### src/rtl/ucode_issue_ctrl_pkg.sv
// Shared definitions for the microcoded-MUL issue path: state encoding,
// pipeline no-op, MUL type codes and the latched operand bundle.
package ucode_issue_ctrl_pkg;

  localparam int unsigned INSTR_W = 32;
  localparam int unsigned REG_W   = 4;
  localparam int unsigned IMM_W   = 16;
  localparam int unsigned DATA_W  = 32;
  localparam int unsigned FLAGS_W = 4;
  localparam int unsigned WD_W    = 16;

  localparam logic [INSTR_W-1:0] UC_NOP_INSTR = {5'b11001, 27'b0};

  typedef enum logic [2:0] {
    ST_IDLE    = 3'd0,
    ST_START   = 3'd1,
    ST_RUN     = 3'd2,
    ST_RESTORE = 3'd3,
    ST_ABORT   = 3'd4
  } issue_state_e;

  typedef enum logic [1:0] {
    MUL_MULI  = 2'd0,
    MUL_MULR  = 2'd1,
    MUL_MULSI = 2'd2,
    MUL_MULSR = 2'd3
  } mul_type_e;

  typedef struct packed {
    logic [REG_W-1:0]   dest_reg;
    logic [REG_W-1:0]   source_reg;
    logic [IMM_W-1:0]   immediate;
    logic [DATA_W-1:0]  read_data_second;
    mul_type_e          mul_type;
    logic [FLAGS_W-1:0] flags;
  } mul_op_t;

endpackage

### src/rtl/ucode_issue_ctrl_watchdog.sv
// Saturating cycle counter for the RUN phase; hit flags the last allowed cycle.
module ucode_watchdog
  import ucode_issue_ctrl_pkg::*;
#(
  parameter logic [WD_W-1:0] TIMEOUT = 16'd1024
) (
  input  logic            clk,
  input  logic            rst,
  input  logic            clear_i,
  input  logic            enable_i,
  output logic [WD_W-1:0] count_o,
  output logic            hit_o
);

  logic [WD_W-1:0] count_q;
  logic [WD_W-1:0] count_d;

  always_comb begin
    count_d = count_q;
    if (clear_i) begin
      count_d = '0;
    end else if (enable_i && (count_q != '1)) begin
      count_d = count_q + WD_W'(1);
    end
  end

  always_ff @(posedge clk) begin
    if (rst) begin
      count_q <= '0;
    end else begin
      count_q <= count_d;
    end
  end

  assign count_o = count_q;
  assign hit_o   = (count_q == (TIMEOUT - WD_W'(1)));

endmodule

### src/rtl/ucode_issue_ctrl.sv
// Hands decoded MULs to the microcode sequencer, stalls fetch while it runs,
// muxes its instructions into the pipe and restores flags afterwards.
module ucode_issue_ctrl
  import ucode_issue_ctrl_pkg::*;
#(
  parameter logic [WD_W-1:0]    TIMEOUT   = 16'd1024,
  parameter logic [INSTR_W-1:0] NOP_INSTR = UC_NOP_INSTR
) (
  input  logic                clk,
  input  logic                rst,
  input  logic [INSTR_W-1:0]  if_instruction,
  input  logic                if_valid,
  input  logic                id_is_mul,
  input  logic [REG_W-1:0]    id_dest_reg,
  input  logic [REG_W-1:0]    id_source_reg,
  input  logic [IMM_W-1:0]    id_immediate,
  input  logic [DATA_W-1:0]   id_read_data_second,
  input  logic [1:0]          id_mul_type,
  input  logic [FLAGS_W-1:0]  ex_flags,
  input  logic [INSTR_W-1:0]  uc_instruction,
  input  logic                uc_mux_ctrl,
  input  logic                uc_mul_release,
  input  logic [FLAGS_W-1:0]  uc_flags_back,
  output logic                start_mul,
  output logic [REG_W-1:0]    dest_reg,
  output logic [REG_W-1:0]    source_reg,
  output logic [IMM_W-1:0]    immediate,
  output logic [DATA_W-1:0]   read_data_second,
  output logic [1:0]          mul_type,
  output logic [FLAGS_W-1:0]  flags_to_uc,
  output logic [INSTR_W-1:0]  issue_instruction,
  output logic                pc_stall,
  output logic                id_flush,
  output logic                flags_restore_valid,
  output logic [FLAGS_W-1:0]  flags_restore,
  output logic                busy,
  output logic                timeout_err
);

  issue_state_e    state_q;
  mul_op_t         op_q;
  mul_op_t         op_d;
  logic            timeout_err_q;
  logic            mul_take;
  logic            run_expired;
  logic [WD_W-1:0] wd_count;
  logic            wd_hit;

  assign mul_take = id_is_mul && if_valid;

  assign op_d = '{dest_reg:         id_dest_reg,
                  source_reg:       id_source_reg,
                  immediate:        id_immediate,
                  read_data_second: id_read_data_second,
                  mul_type:         mul_type_e'(id_mul_type),
                  flags:            ex_flags};

  ucode_watchdog #(.TIMEOUT(TIMEOUT)) u_watchdog (
    .clk      (clk),
    .rst      (rst),
    .clear_i  (state_q != ST_RUN),
    .enable_i (state_q == ST_RUN),
    .count_o  (wd_count),
    .hit_o    (wd_hit)
  );

  // A zero budget still grants the first RUN cycle before aborting.
  assign run_expired = wd_hit || ((TIMEOUT == '0) && (wd_count == '0));

  always_ff @(posedge clk) begin
    if (rst) begin
      state_q       <= ST_IDLE;
      op_q          <= '0;
      timeout_err_q <= 1'b0;
    end else begin
      case (state_q)
        ST_IDLE: begin
          if (mul_take) begin
            op_q    <= op_d;
            state_q <= ST_START;
          end
        end
        ST_START: state_q <= ST_RUN;
        ST_RUN: begin
          if (uc_mul_release) begin
            state_q <= ST_RESTORE;
          end else if (run_expired) begin
            state_q <= ST_ABORT;
          end
        end
        ST_RESTORE: state_q <= ST_IDLE;
        ST_ABORT: begin
          timeout_err_q <= 1'b1;
          state_q       <= ST_IDLE;
        end
        default: state_q <= ST_IDLE;
      endcase
    end
  end

  // Pipe-facing controls decode from state so the flush/stall hit the MUL's own cycle.
  always_comb begin
    start_mul           = 1'b0;
    pc_stall            = 1'b1;
    id_flush            = 1'b0;
    flags_restore_valid = 1'b0;
    flags_restore       = '0;
    issue_instruction   = NOP_INSTR;
    case (state_q)
      ST_IDLE: begin
        pc_stall          = mul_take;
        id_flush          = mul_take;
        issue_instruction = if_valid ? if_instruction : NOP_INSTR;
      end
      ST_START: start_mul = 1'b1;
      ST_RUN:   issue_instruction = uc_mux_ctrl ? uc_instruction : NOP_INSTR;
      ST_RESTORE: begin
        flags_restore_valid = 1'b1;
        flags_restore       = uc_flags_back;
      end
      ST_ABORT: begin
        flags_restore_valid = 1'b1;
        flags_restore       = op_q.flags;
      end
      default: ;
    endcase
  end

  assign dest_reg         = op_q.dest_reg;
  assign source_reg       = op_q.source_reg;
  assign immediate        = op_q.immediate;
  assign read_data_second = op_q.read_data_second;
  assign mul_type         = op_q.mul_type;
  assign flags_to_uc      = op_q.flags;
  assign busy             = (state_q != ST_IDLE);
  assign timeout_err      = timeout_err_q;

endmodule

### config.mk
export PLATFORM = sky130hd
export DESIGN_NAME = ucode_issue_ctrl
export DESIGN_NICKNAME = d
export VERILOG_FILES = /design/src/rtl/ucode_issue_ctrl_pkg.sv /design/src/rtl/ucode_issue_ctrl_watchdog.sv /design/src/rtl/ucode_issue_ctrl.sv
export SDC_FILE = /design/constraint.sdc
export NUM_CORES = 1
export LEC_CHECK = 0
export ABC_AREA = 1
export CAP_MARGIN = 20
export CORE_MARGIN = 1
export CORE_UTILIZATION = 39
export CTS_CLUSTER_DIAMETER = 30
export DETAILED_ROUTE_END_ITERATION = 12
export GPL_ROUTABILITY_DRIVEN = 0
export PLACE_DENSITY_LB_ADDON = 0.3
export SYNTH_ARGS = -nofsm -noshare
export SYNTH_HDL_FRONTEND = slang
export SYNTH_HIERARCHICAL = 1
export SYNTH_SLANG_ARGS = --single-unit
### constraint.sdc
create_clock -name clk -period 1.7 [get_ports clk]
set_clock_uncertainty 0.05 [all_clocks]
set_input_delay 0.34 -clock clk [delete_from_list [all_inputs] [get_ports clk]]
set_output_delay 0.34 -clock clk [all_outputs]
set_load 0.02 [all_outputs]
==> metrics.yaml <==
path_class: "register to output port"
synth-edff-count: 0
start_kind: "register"
netlist_instances: 702
worstMarginPinSlew_ns: 0.306
yosys.area.top_type: "dfxtp_1"
placed_cells: 1073
worst-path-max-fanout: 16
syn_area_sq_mm: 0.00422
hold_path.startpoint: "timeout_err"
p_per_area_mw_per_mm2: 786
rsz0062_at_grt: "true"
drc_errors: 0
viasPerCell: 4.41
clk_latency_ns: 0.35
syn_to_final_growth_pct: 71.1
max_freq_ghz: 0.501
grt_overflow: 0
regToRegStartpoint: "state_q[2]"
synth_common_cells: "209 x nand2_1, 172 x nor2_1, 117 x inv_1, 82 x dfxtp_1, 29 x o21ai_0"
drive_above_1_share: 0.153
path_clk_slew_ns: 0.08
r2r_end: "mul_type[1]"
port_buffers: 239
yosysMostFrequentCell: "nand2_1"
largest_reg_flops: 32
setup_violations: 37
hold_path.class: "register to register"
die_w_um: 106
critPathCaptureType: "output port"
syn_area_per_cell_sq_um: 6.01
slew_headroom: 0.795
syn_nets: 839
cts_made_buffers: 9
violations: "negative setup slack"
crit_start: "state_q[0]"
yosys_most_used_dff: "dfxtp_1"
leakage_nw: 3.69
hpwl_mm: 9.83
drt-initial-drc-count: 235
fin_ws_ns: -0.297
ys_seq_area_frac: 0.389
outcome: "complete, but fails checks"
fin_tns_setup_ns: -8.20
finalHoldViolCount: 0
cts.sinks: 82
grt_pass1_vias: 4411
drt-wirelength-per-cell_um: 12.3
cts.path.max_buffers: 2
ys_ff_latch: 82
die_h_um: 106
hold_path_depth: 2
ys_warn_count: 6
r2r_slack_ns: 0.08
rows: 37
pre_cts_ws_ns: -0.839
drv_slew: 0
yosys.area.top_type_share: 0.389
period_share: 1.17
postRouteAntennaNets: 0
layout.cells.non_filler: 1093
vias: 4823
required_ns: 1.31
finalNetCount: 1089
cp-endpoint: "issue_instruction[23]"
dieArea_sq_mm: 0.0112
synthArstFlopShare: 0
yosysUniqueCellTypes: 28
cts.htree.levels: 3
rr_worst_depth: 10
cap_violations: 0
wl_mm: 13.4
grt_max_degree: 57
clock-root-buffer: "clkbuf_8"
antenna_found_initial: 0
cts_tree: "done"
period_minus_slack_ns: 2.00
io_pins: 240
fill_cells: 919
start_util: 0.405
irDropWorstVdd_mv: 0.599
synth_area_leaders: "dfxtp_1 39%, nand2_1 19%, nor2_1 15%"
grt_pass1_wl_mm: 20.3
critical_path_arrival_ns: 1.61
antenna_cells: 0
core-area_sq_mm: 0.0104
firstDrtPassIters: 4
grt_usage: 0.228
==> how the worst min path moves through the flow <==
| stage | to | slack, ns |
|---|---|---|
| finish | timeout_err | 0.40 |
| global placement | timeout_err | 0.39 |
| global route | timeout_err | 0.42 |
| floorplan | timeout_err | 0.36 |
| CTS | timeout_err | 0.40 |
| detailed placement | timeout_err | 0.39 |
==> worst max-delay path: stages (launching register included) <==
cell     delay (ns)
dfxtp_2        0.34
nor2_4         0.14
nand2_2        0.10
nor2_4         0.19
buf_12         0.17
nand2_1        0.06
o21ai_1        0.09
buf_4          0.16
==> cell usage in the layout (no fill, tap or decap), types with 4 or more instances in the layout <==
master,synthesis,layout
clkdlybuf4s50_1,0,134
nand4_1,4,4
nand2_1,209,195
nand2_2,3,13
buf_4,7,39
nand3_4,0,4
dfxtp_1,82,77
o21ai_1,1,22
buf_6,2,20
a21oi_1,11,11
dfxtp_2,0,5
dlygate4sd2_1,0,62
clkbuf_8,0,10
o21ai_0,29,4
nor2_4,4,9
nand2_4,0,4
buf_12,0,5
nor2_1,172,165
o22ai_2,0,4
inv_2,5,7
nor2_2,2,4
nand3_1,20,16
inv_1,117,114
==> power breakdown <==
part | leakage (nW) | internal, mW | total (mW) | switching (mW)
Sequential | 0.674 | 2.09 | 2.17 | 0.0821
Clock | 0.0924 | 0.571 | 1.30 | 0.732
Combinational | 2.92 | 1.01 | 2.19 | 1.18
Total | 3.69 | 3.67 | 5.67 | 2.00
==> cell families (layout without fill, tap and decap cells) <==
kind of cell,count (synthesis),in the layout,synth area share
adders and majority gates,1,1,0.00297
and+or+nand+nor,421,421,0.401
buffers and inverters,150,405,0.147
xor gates and xnor gates,2,2,0.00415
AOI/OAI and AO/OA,46,46,0.0564
DFF,82,82,0.389
==> layer usage <==
metal  global-route usage  part of all wire
met1                0.239              0.39
met2                0.419              0.50
met3               0.0760             0.084
met4               0.0893             0.021
met5                    0                 0
==> final cells by class <==
| cell class | instances | area [sq um] | area share |
|---|---|---|---|
| Clock buffer | 10 | 138 | 0.0191 |
| Clock inverter | 6 | 40.0 | 0.00555 |
| Inverter | 122 | 460 | 0.0638 |
| Multi-Input combinational cell | 470 | 2190 | 0.303 |
| Sequential cell | 82 | 1650 | 0.228 |
| Tap cell | 136 | 170 | 0.0236 |
| Timing Repair Buffer | 267 | 2570 | 0.356 |
==> what timing repair did <==
| item | 4_1_cts | 5_1_grt |
|---|---|---|
| setup endpoints to repair | 102 | 60 |
| resized for setup | 328 | 57 |
| setup buffers | 4 | 3 |
| hold buffers | 0 | 0 |
| pin swaps | 8 | 11 |
| endpoints found under the hold margin | 0 | 0 |
==> stage by stage <==
stage          total power, mW  utilization  hold slack, ns  instance area, sq um
2_1_floorplan             3.26            -           0.359                  4220
3_3_place_gp              4.34        0.658           0.387                  6860
3_5_place_dp              4.36        0.658           0.393                  6860
4_1_cts                   5.60        0.673           0.402                  7010
5_1_grt                   6.00        0.693           0.418                  7220
6_report                  5.67        0.693           0.398                  7220
(Power assumes the default switching activity.)
